<file path="config.mk">
export PLATFORM = sky130hd
export DESIGN_NAME = knn_training_feeder
export DESIGN_NICKNAME = d
export VERILOG_FILES = /design/src/rtl/knn_pkg.sv /design/src/rtl/knn_sample_ram.sv /design/src/rtl/knn_training_feeder.sv
export SDC_FILE = /design/constraint.sdc
export NUM_CORES = 2
export LEC_CHECK = 0
export BUFFER_PORTS_ARGS = -buffer_cell sky130_fd_sc_hd__buf_2
export CELL_PAD_IN_SITES_DETAIL_PLACEMENT = 0
export CELL_PAD_IN_SITES_GLOBAL_PLACEMENT = 2
export CORE_MARGIN = 2
export CORE_UTILIZATION = 42
export CTS_CLUSTER_DIAMETER = 100
export DETAILED_ROUTE_END_ITERATION = 8
export PLACE_DENSITY_LB_ADDON = 0.1
export SETUP_SLACK_MARGIN = 0.1
export SLEW_MARGIN = 5
export SYNTH_ARGS = -nofsm -noshare
export SYNTH_HDL_FRONTEND = slang
export SYNTH_SLANG_ARGS = --single-unit
export TNS_END_PERCENT = 10
</file>
<file path="constraint.sdc">
create_clock -name clk -period 9.7 [get_ports clk]
set_clock_uncertainty 0.15 [all_clocks]
set_input_delay 1.94 -clock clk [delete_from_list [all_inputs] [get_ports clk]]
set_output_delay 1.94 -clock clk [all_outputs]
set_load 0.02 [all_outputs]
</file>
<file path="src/rtl/knn_pkg.sv">
// Shared types and defaults for the k-NN training-sample feeder.
package knn_pkg;

  localparam int KNN_M            = 2;
  localparam int KNN_N            = 3;
  localparam int KNN_W            = 16;
  localparam int KNN_MAX_ELEMENTS = 32;
  localparam int KNN_TYPE_W       = 3;
  localparam int KNN_SAMPLE_W     = KNN_W * KNN_M * KNN_N;
  localparam int KNN_AW           = $clog2(KNN_MAX_ELEMENTS);

  typedef enum logic [1:0] {
    ST_IDLE    = 2'd0,
    ST_ARMED   = 2'd1,
    ST_READ    = 2'd2,
    ST_PRESENT = 2'd3
  } state_e;

  // A pass needs at least one sample and cannot exceed the memory depth.
  function automatic logic num_in_range(input logic [31:0] n, input logic [31:0] max_n);
    return (n != 32'd0) && (n <= max_n);
  endfunction

endpackage

</file>
<file path="src/rtl/knn_sample_ram.sv">
// Single-port-read / single-port-write synchronous sample memory, read-first on collision.
module knn_sample_ram
  import knn_pkg::*;
#(
  parameter int DEPTH = KNN_MAX_ELEMENTS,
  parameter int WIDTH = KNN_SAMPLE_W + KNN_TYPE_W,
  localparam int AW   = $clog2(DEPTH)
) (
  input  logic             clk,
  input  logic             we,
  input  logic [AW-1:0]    waddr,
  input  logic [WIDTH-1:0] wdata,
  input  logic             re,
  input  logic [AW-1:0]    raddr,
  output logic [WIDTH-1:0] rdata
);

  logic [WIDTH-1:0] mem_r [DEPTH];
  logic [WIDTH-1:0] rdata_r;

  // Storage and registered read; the read sees the pre-write contents.
  always_ff @(posedge clk) begin
    if (we) begin
      mem_r[waddr] <= wdata;
    end
    if (re) begin
      rdata_r <= mem_r[raddr];
    end
  end

  assign rdata = rdata_r;

endmodule

</file>
<file path="src/rtl/knn_training_feeder.sv">
// Serves stored training samples, one per data_request, to the distance calculator.
// Optional build macro KNN_FEEDER_WRAP_EN: passes repeat continuously instead of ending in IDLE.
module knn_training_feeder
  import knn_pkg::*;
#(
  parameter int M            = KNN_M,
  parameter int N            = KNN_N,
  parameter int W            = KNN_W,
  parameter int MAX_ELEMENTS = KNN_MAX_ELEMENTS,
  parameter int TYPE_W       = KNN_TYPE_W,
  localparam int AW          = $clog2(MAX_ELEMENTS),
  localparam int SAMPLE_W    = W * M * N
) (
  input  logic                clk,
  input  logic                rst,
  input  logic                wr_en,
  input  logic [AW-1:0]       wr_addr,
  input  logic [SAMPLE_W-1:0] wr_data,
  input  logic [TYPE_W-1:0]   wr_type,
  input  logic                in_wr_en,
  input  logic [SAMPLE_W-1:0] in_data,
  input  logic [AW:0]         num_elements,
  input  logic                start,
  input  logic                data_request,
  output logic [SAMPLE_W-1:0] training_data,
  output logic [TYPE_W-1:0]   training_data_type,
  output logic [SAMPLE_W-1:0] input_data,
  output logic                read_done,
  output logic [AW-1:0]       sample_index,
  output logic                pass_done,
  output logic                busy,
  output logic                cfg_err
);

  state_e                     state_r;
  logic [AW-1:0]              index_r;
  logic [AW:0]                num_r;
  logic                       pending_r;
  logic                       cfg_err_r;
  logic                       read_done_r;
  logic                       pass_done_r;
  logic [SAMPLE_W-1:0]        training_data_r;
  logic [TYPE_W-1:0]          type_r;
  logic [AW-1:0]              sample_index_r;
  logic [SAMPLE_W-1:0]        input_data_r;

  logic [AW:0]                idx_inc_s;
  logic                       last_s;
  logic                       issue_s;
  logic [AW-1:0]              rd_addr_s;
  logic                       num_ok_s;
  logic [SAMPLE_W+TYPE_W-1:0] ram_q_s;

  assign idx_inc_s = {1'b0, index_r} + {{AW{1'b0}}, 1'b1};
  assign last_s    = (idx_inc_s == num_r);
  assign num_ok_s  = num_in_range(32'(num_elements), 32'(MAX_ELEMENTS));

  // Read issue: from ARMED on a request, or straight out of PRESENT when one is queued.
  always_comb begin
    issue_s   = 1'b0;
    rd_addr_s = index_r;
    case (state_r)
      ST_ARMED: begin
        issue_s   = data_request | pending_r;
        rd_addr_s = index_r;
      end
      ST_PRESENT: begin
        issue_s   = pending_r & ~last_s;
        rd_addr_s = idx_inc_s[AW-1:0];
      end
      default: begin
        issue_s   = 1'b0;
        rd_addr_s = index_r;
      end
    endcase
  end

  knn_sample_ram #(
    .DEPTH (MAX_ELEMENTS),
    .WIDTH (SAMPLE_W + TYPE_W)
  ) u_ram (
    .clk   (clk),
    .we    (wr_en),
    .waddr (wr_addr),
    .wdata ({wr_data, wr_type}),
    .re    (issue_s),
    .raddr (rd_addr_s),
    .rdata (ram_q_s)
  );

  // Input-sample holding register, loadable in any state.
  always_ff @(posedge clk or negedge rst) begin
    if (!rst) begin
      input_data_r <= '0;
    end else if (in_wr_en) begin
      input_data_r <= in_data;
    end else begin
      input_data_r <= input_data_r;
    end
  end

  // Fetch FSM with index counter, one-deep request queue and registered outputs.
  always_ff @(posedge clk or negedge rst) begin
    if (!rst) begin
      state_r         <= ST_IDLE;
      index_r         <= '0;
      num_r           <= '0;
      pending_r       <= 1'b0;
      cfg_err_r       <= 1'b0;
      read_done_r     <= 1'b0;
      pass_done_r     <= 1'b0;
      training_data_r <= '0;
      type_r          <= '0;
      sample_index_r  <= '0;
    end else if (start) begin
      // start overrides whatever is in flight, so an aborted read never completes
      read_done_r <= 1'b0;
      pass_done_r <= 1'b0;
      pending_r   <= 1'b0;
      index_r     <= '0;
      if (num_ok_s) begin
        state_r   <= ST_ARMED;
        cfg_err_r <= 1'b0;
        num_r     <= num_elements;
      end else begin
        state_r   <= ST_IDLE;
        cfg_err_r <= 1'b1;
      end
    end else begin
      read_done_r <= 1'b0;
      pass_done_r <= 1'b0;
      case (state_r)
        ST_IDLE: begin
          state_r <= ST_IDLE;
        end
        ST_ARMED: begin
          if (issue_s) begin
            state_r   <= ST_READ;
            pending_r <= 1'b0;
          end
        end
        ST_READ: begin
          training_data_r <= ram_q_s[SAMPLE_W+TYPE_W-1:TYPE_W];
          type_r          <= ram_q_s[TYPE_W-1:0];
          sample_index_r  <= index_r;
          read_done_r     <= 1'b1;
          pass_done_r     <= last_s;
          pending_r       <= pending_r | data_request;
          state_r         <= ST_PRESENT;
        end
        ST_PRESENT: begin
          if (last_s) begin
`ifdef KNN_FEEDER_WRAP_EN
            index_r   <= '0;
            state_r   <= ST_ARMED;
            pending_r <= pending_r | data_request;
`else
            state_r   <= ST_IDLE;
            pending_r <= 1'b0;
`endif
          end else begin
            index_r <= idx_inc_s[AW-1:0];
            if (pending_r) begin
              state_r   <= ST_READ;
              pending_r <= 1'b0;
            end else begin
              state_r   <= ST_ARMED;
              pending_r <= data_request;
            end
          end
        end
        default: begin
          state_r <= ST_IDLE;
        end
      endcase
    end
  end

  assign training_data      = training_data_r;
  assign training_data_type = type_r;
  assign input_data         = input_data_r;
  assign read_done          = read_done_r;
  assign sample_index       = sample_index_r;
  assign pass_done          = pass_done_r;
  assign busy               = (state_r != ST_IDLE);
  assign cfg_err            = cfg_err_r;

endmodule

</file>
==> out/results.tsv <==
metric	value	unit
DIE AREA	0.345	mm2
RSZ-0062 raised after global routing	false	
layout cells sized above 1	17.4	%
fin crit period	5600	ps
CP Launch Type	flip-flop	
CTS Sinks	3484	
ranking of synthesized cells by area	edfxtp_1, mux4_2, dfrtp_1	
post-CTS setup buffers	0	
Post-Route WL	464000	um
Seq/Total Area, Yosys	72.4	%
Leak Pwr	52.7	nW
clk slew on worst S/H paths	60	ps
Slew HR	11.4	%
setup slack, reg-to-reg	4100	ps
port buffer count	415	
worst stage delay on the critical path	820	ps
Worst EP required	10220	ps
Setup WS post-layout	4100	ps
Most common cell on crit path	buf_4	
critical path depth	9	
Max clock buf depth	4	
core box area	0.340	mm2
Distinct cells, synth	75	
setup total negative slack	0	ps
Resize count post-CTS	0	
die height	588	um
Final Max Slew Viols	0	
fin nets	9876	
post-synth top area cell	edfxtp_1	
Slowest cell on crit path	buf_4	
fmax	178	MHz
Hold Path Depth	1	
Avg Synthesized Cell Area	15.2	um2
Overflow after GRT	0	
effective utilization at floorplan	42.1	%
flops & latches, synth	3484	
Root Buffer	clkbuf_16	
pin count of the biggest net entering global routing	171	
Hold Vio Cnt, Final	0	
area delta synth->final	13.7	%
crit path cell chain	and2_4 -> buf_4 -> buf_12 -> buf_4 -> nand3_1 -> a21oi_1 -> nor4_1 -> o21ai_0 -> nand4_1	
Cell Rows	214	
final worst-path cycle share	57.8	%
Synth top area share	68.6	%
CP delay by family, top	buffers and inverters	
highest fanout seen on the critical path	166	
Place WS	4220	ps
Post-Syn Instances	9406	
Final Wtd Congestion	0.770	
hold buffers post-CTS	0	
CTS tree	built	
Pwr per Cell Area	216	mW/mm2
WP data arrival	6120	ps
Critical R2R Launch	state_r[1]	
GRT Overall Usage	26.2	%
vias in the first global route	88300	
initial antenna violation count	34	
ys flop type	edfxtp_1	
crit end category	flip-flop	
Max VDD drop	162	uV
hold worst-path end	training_data[82]	
1st-iter DRT viols	9319	
warning count from the yosys run	0	
Die W	588	um
max cap viols	0	
wire per inst	31.9	um
reg-to-reg endpoint	u_ram.rdata[58]	
Synth Cell Area	0.143	mm2
# setup viols final	0	
Post-DP HPWL	233000	um
Post-synth EDFFs	3267	
DRC	0	
status	finished clean	
cell depth of the worst flop-to-flop path	9	
syn nets	9619	
first-pass GRT wire length	658000	um
via count	89400	
CP bufs+invs	3	
average vias per placed instance	6.15	
DRT antenna net count	0	
Filler Cell Count	29100	
CTS buffer count	377	
Synth async-reset ratio	6.23	%
H-tree Lvls	5	
worst slew pin tran	1320	ps
min-delay src	u_ram.rdata[85]	
IO Count	416	
clock latency on the worst-skew pair	970	ps
Hold Path Class	flip-flop to flip-flop	
first drt pass iteration count	6	
kind of critical path	flip-flop to flip-flop	
==> worst register-to-register path, delay by kind of cell, from the launching register on <==
family / cells / cell delay, ps
buf+inv: 3 / 2540
compound gates: 2 / 810
flops: 1 / 770
simple gates: 4 / 1050
==> worst max path at each step <==
stage	startpoint	end	slack, ps
2_1_floorplan	wr_addr[1]	u_ram.mem_r[12][0]	2270
3_3_place_gp	index_r[0]	u_ram.rdata[24]	4300
5_1_grt	index_r[0]	u_ram.rdata[32]	3950
4_1_cts	index_r[0]	u_ram.rdata[32]	4230
6_report	state_r[1]	u_ram.rdata[58]	4100
3_5_place_dp	index_r[0]	u_ram.rdata[24]	4220
==> routing by layer <==
layer	up-vias	GRT usage [%]	wire length, um
met5	-	0	47
met4	8	6.81	12200
met3	677	3.86	31700
met2	3665	42.4	219000
met1	47100	37.0	201000
li1	37900	-	-
==> state kept, by name (all words and copies together), names as in the netlist, 3 cells and up <==
name                flops
sample_index            5
training_data_type      3
training_data          96
u_ram.rdata            99
num_r                   6
u_ram.mem_r          3168
index_r                 5
input_data             96
==> metrics by stage <==
step                hold slack, ps  instances  total power [mW]  utilization (%)  cell area, um2
CTS                            301      14500              35.4             47.9          163000
floorplan                      304       9406              19.7                -          143000
global route                   334      14500              36.2             47.9          163000
finish                         301      14500              35.1             47.9          163000
global placement               311      13800              21.1             44.3          150000
detailed placement             316      13800              21.1             44.3          150000
==> synthesized netlist by cell type, drive strengths merged (5+ instances only) <==
master,count
mux4,248
a32oi,95
nand2,1340
o41ai,6
xor2,5
xnor2,8
a31oi,223
mux2i,412
o21a,5
a2111oi,47
nand3b,6
edfxtp,3267
a311oi,42
o31ai,6
nor2,63
and3,157
a22o,114
mux2,234
o221ai,40
a221oi,50
buf,248
o211a,6
a211oi,97
dfrtp,217
nor3,30
nand2b,6
a21oi,624
a22oi,95
a211o,213
a41o,7
o2bb2ai,28
o211ai,142
o21ai,108
clkbuf,493
a32o,7
inv,8
nor4,108
nand3,411
a21o,8
nand4,113
o311a,19
o22ai,18
or3,5
==> power by group <==
part           switching, mW  leakage (nW)  total [mW]  internal, mW
logic                   2.38          14.7        3.58          1.20
clock network           6.10          5.98        14.3          8.18
registers              0.259          32.1        17.2          17.0
==> area by class of cell <==
cell class	count	area, um2	area share, %
flip-flops and latches	3484	104000	63.6
multi-input cells	5173	37000	22.7
clock buffers	486	10200	6.26
well taps	4536	5680	3.49
repair buffers	619	4210	2.59
clock inverters	214	2020	1.24
inverters	8	42.5	0.0261
diodes	10	25.0	0.0154
==> logic make-up after synthesis <==
family / share of synthesized area, %
muxes: 8.63
adders and majority gates: 0.00874
AOI/OAI and AO/OA: 9.74
DFF: 72.4
buffers and inverters: 2.14
xor gates and xnor gates: 0.0901
and+or+nand+nor: 7.03
==> cell usage in the layout, fill, tap and decap left out, drive strengths merged, types with 47 or more instances in the layout <==
master	count
a2111oi	47
a211o	213
a211oi	97
a21oi	624
a221oi	50
a22o	114
a22oi	95
a31oi	223
a32oi	95
and3	157
buf	619
clkbuf	486
clkinv	167
dfrtp	217
edfxtp	3267
mux2	234
mux2i	412
mux4	248
nand2	1340
nand3	411
nand4	113
nor2	63
nor4	108
o211ai	142
o21ai	108
Power figures use the tool's default switching activity.
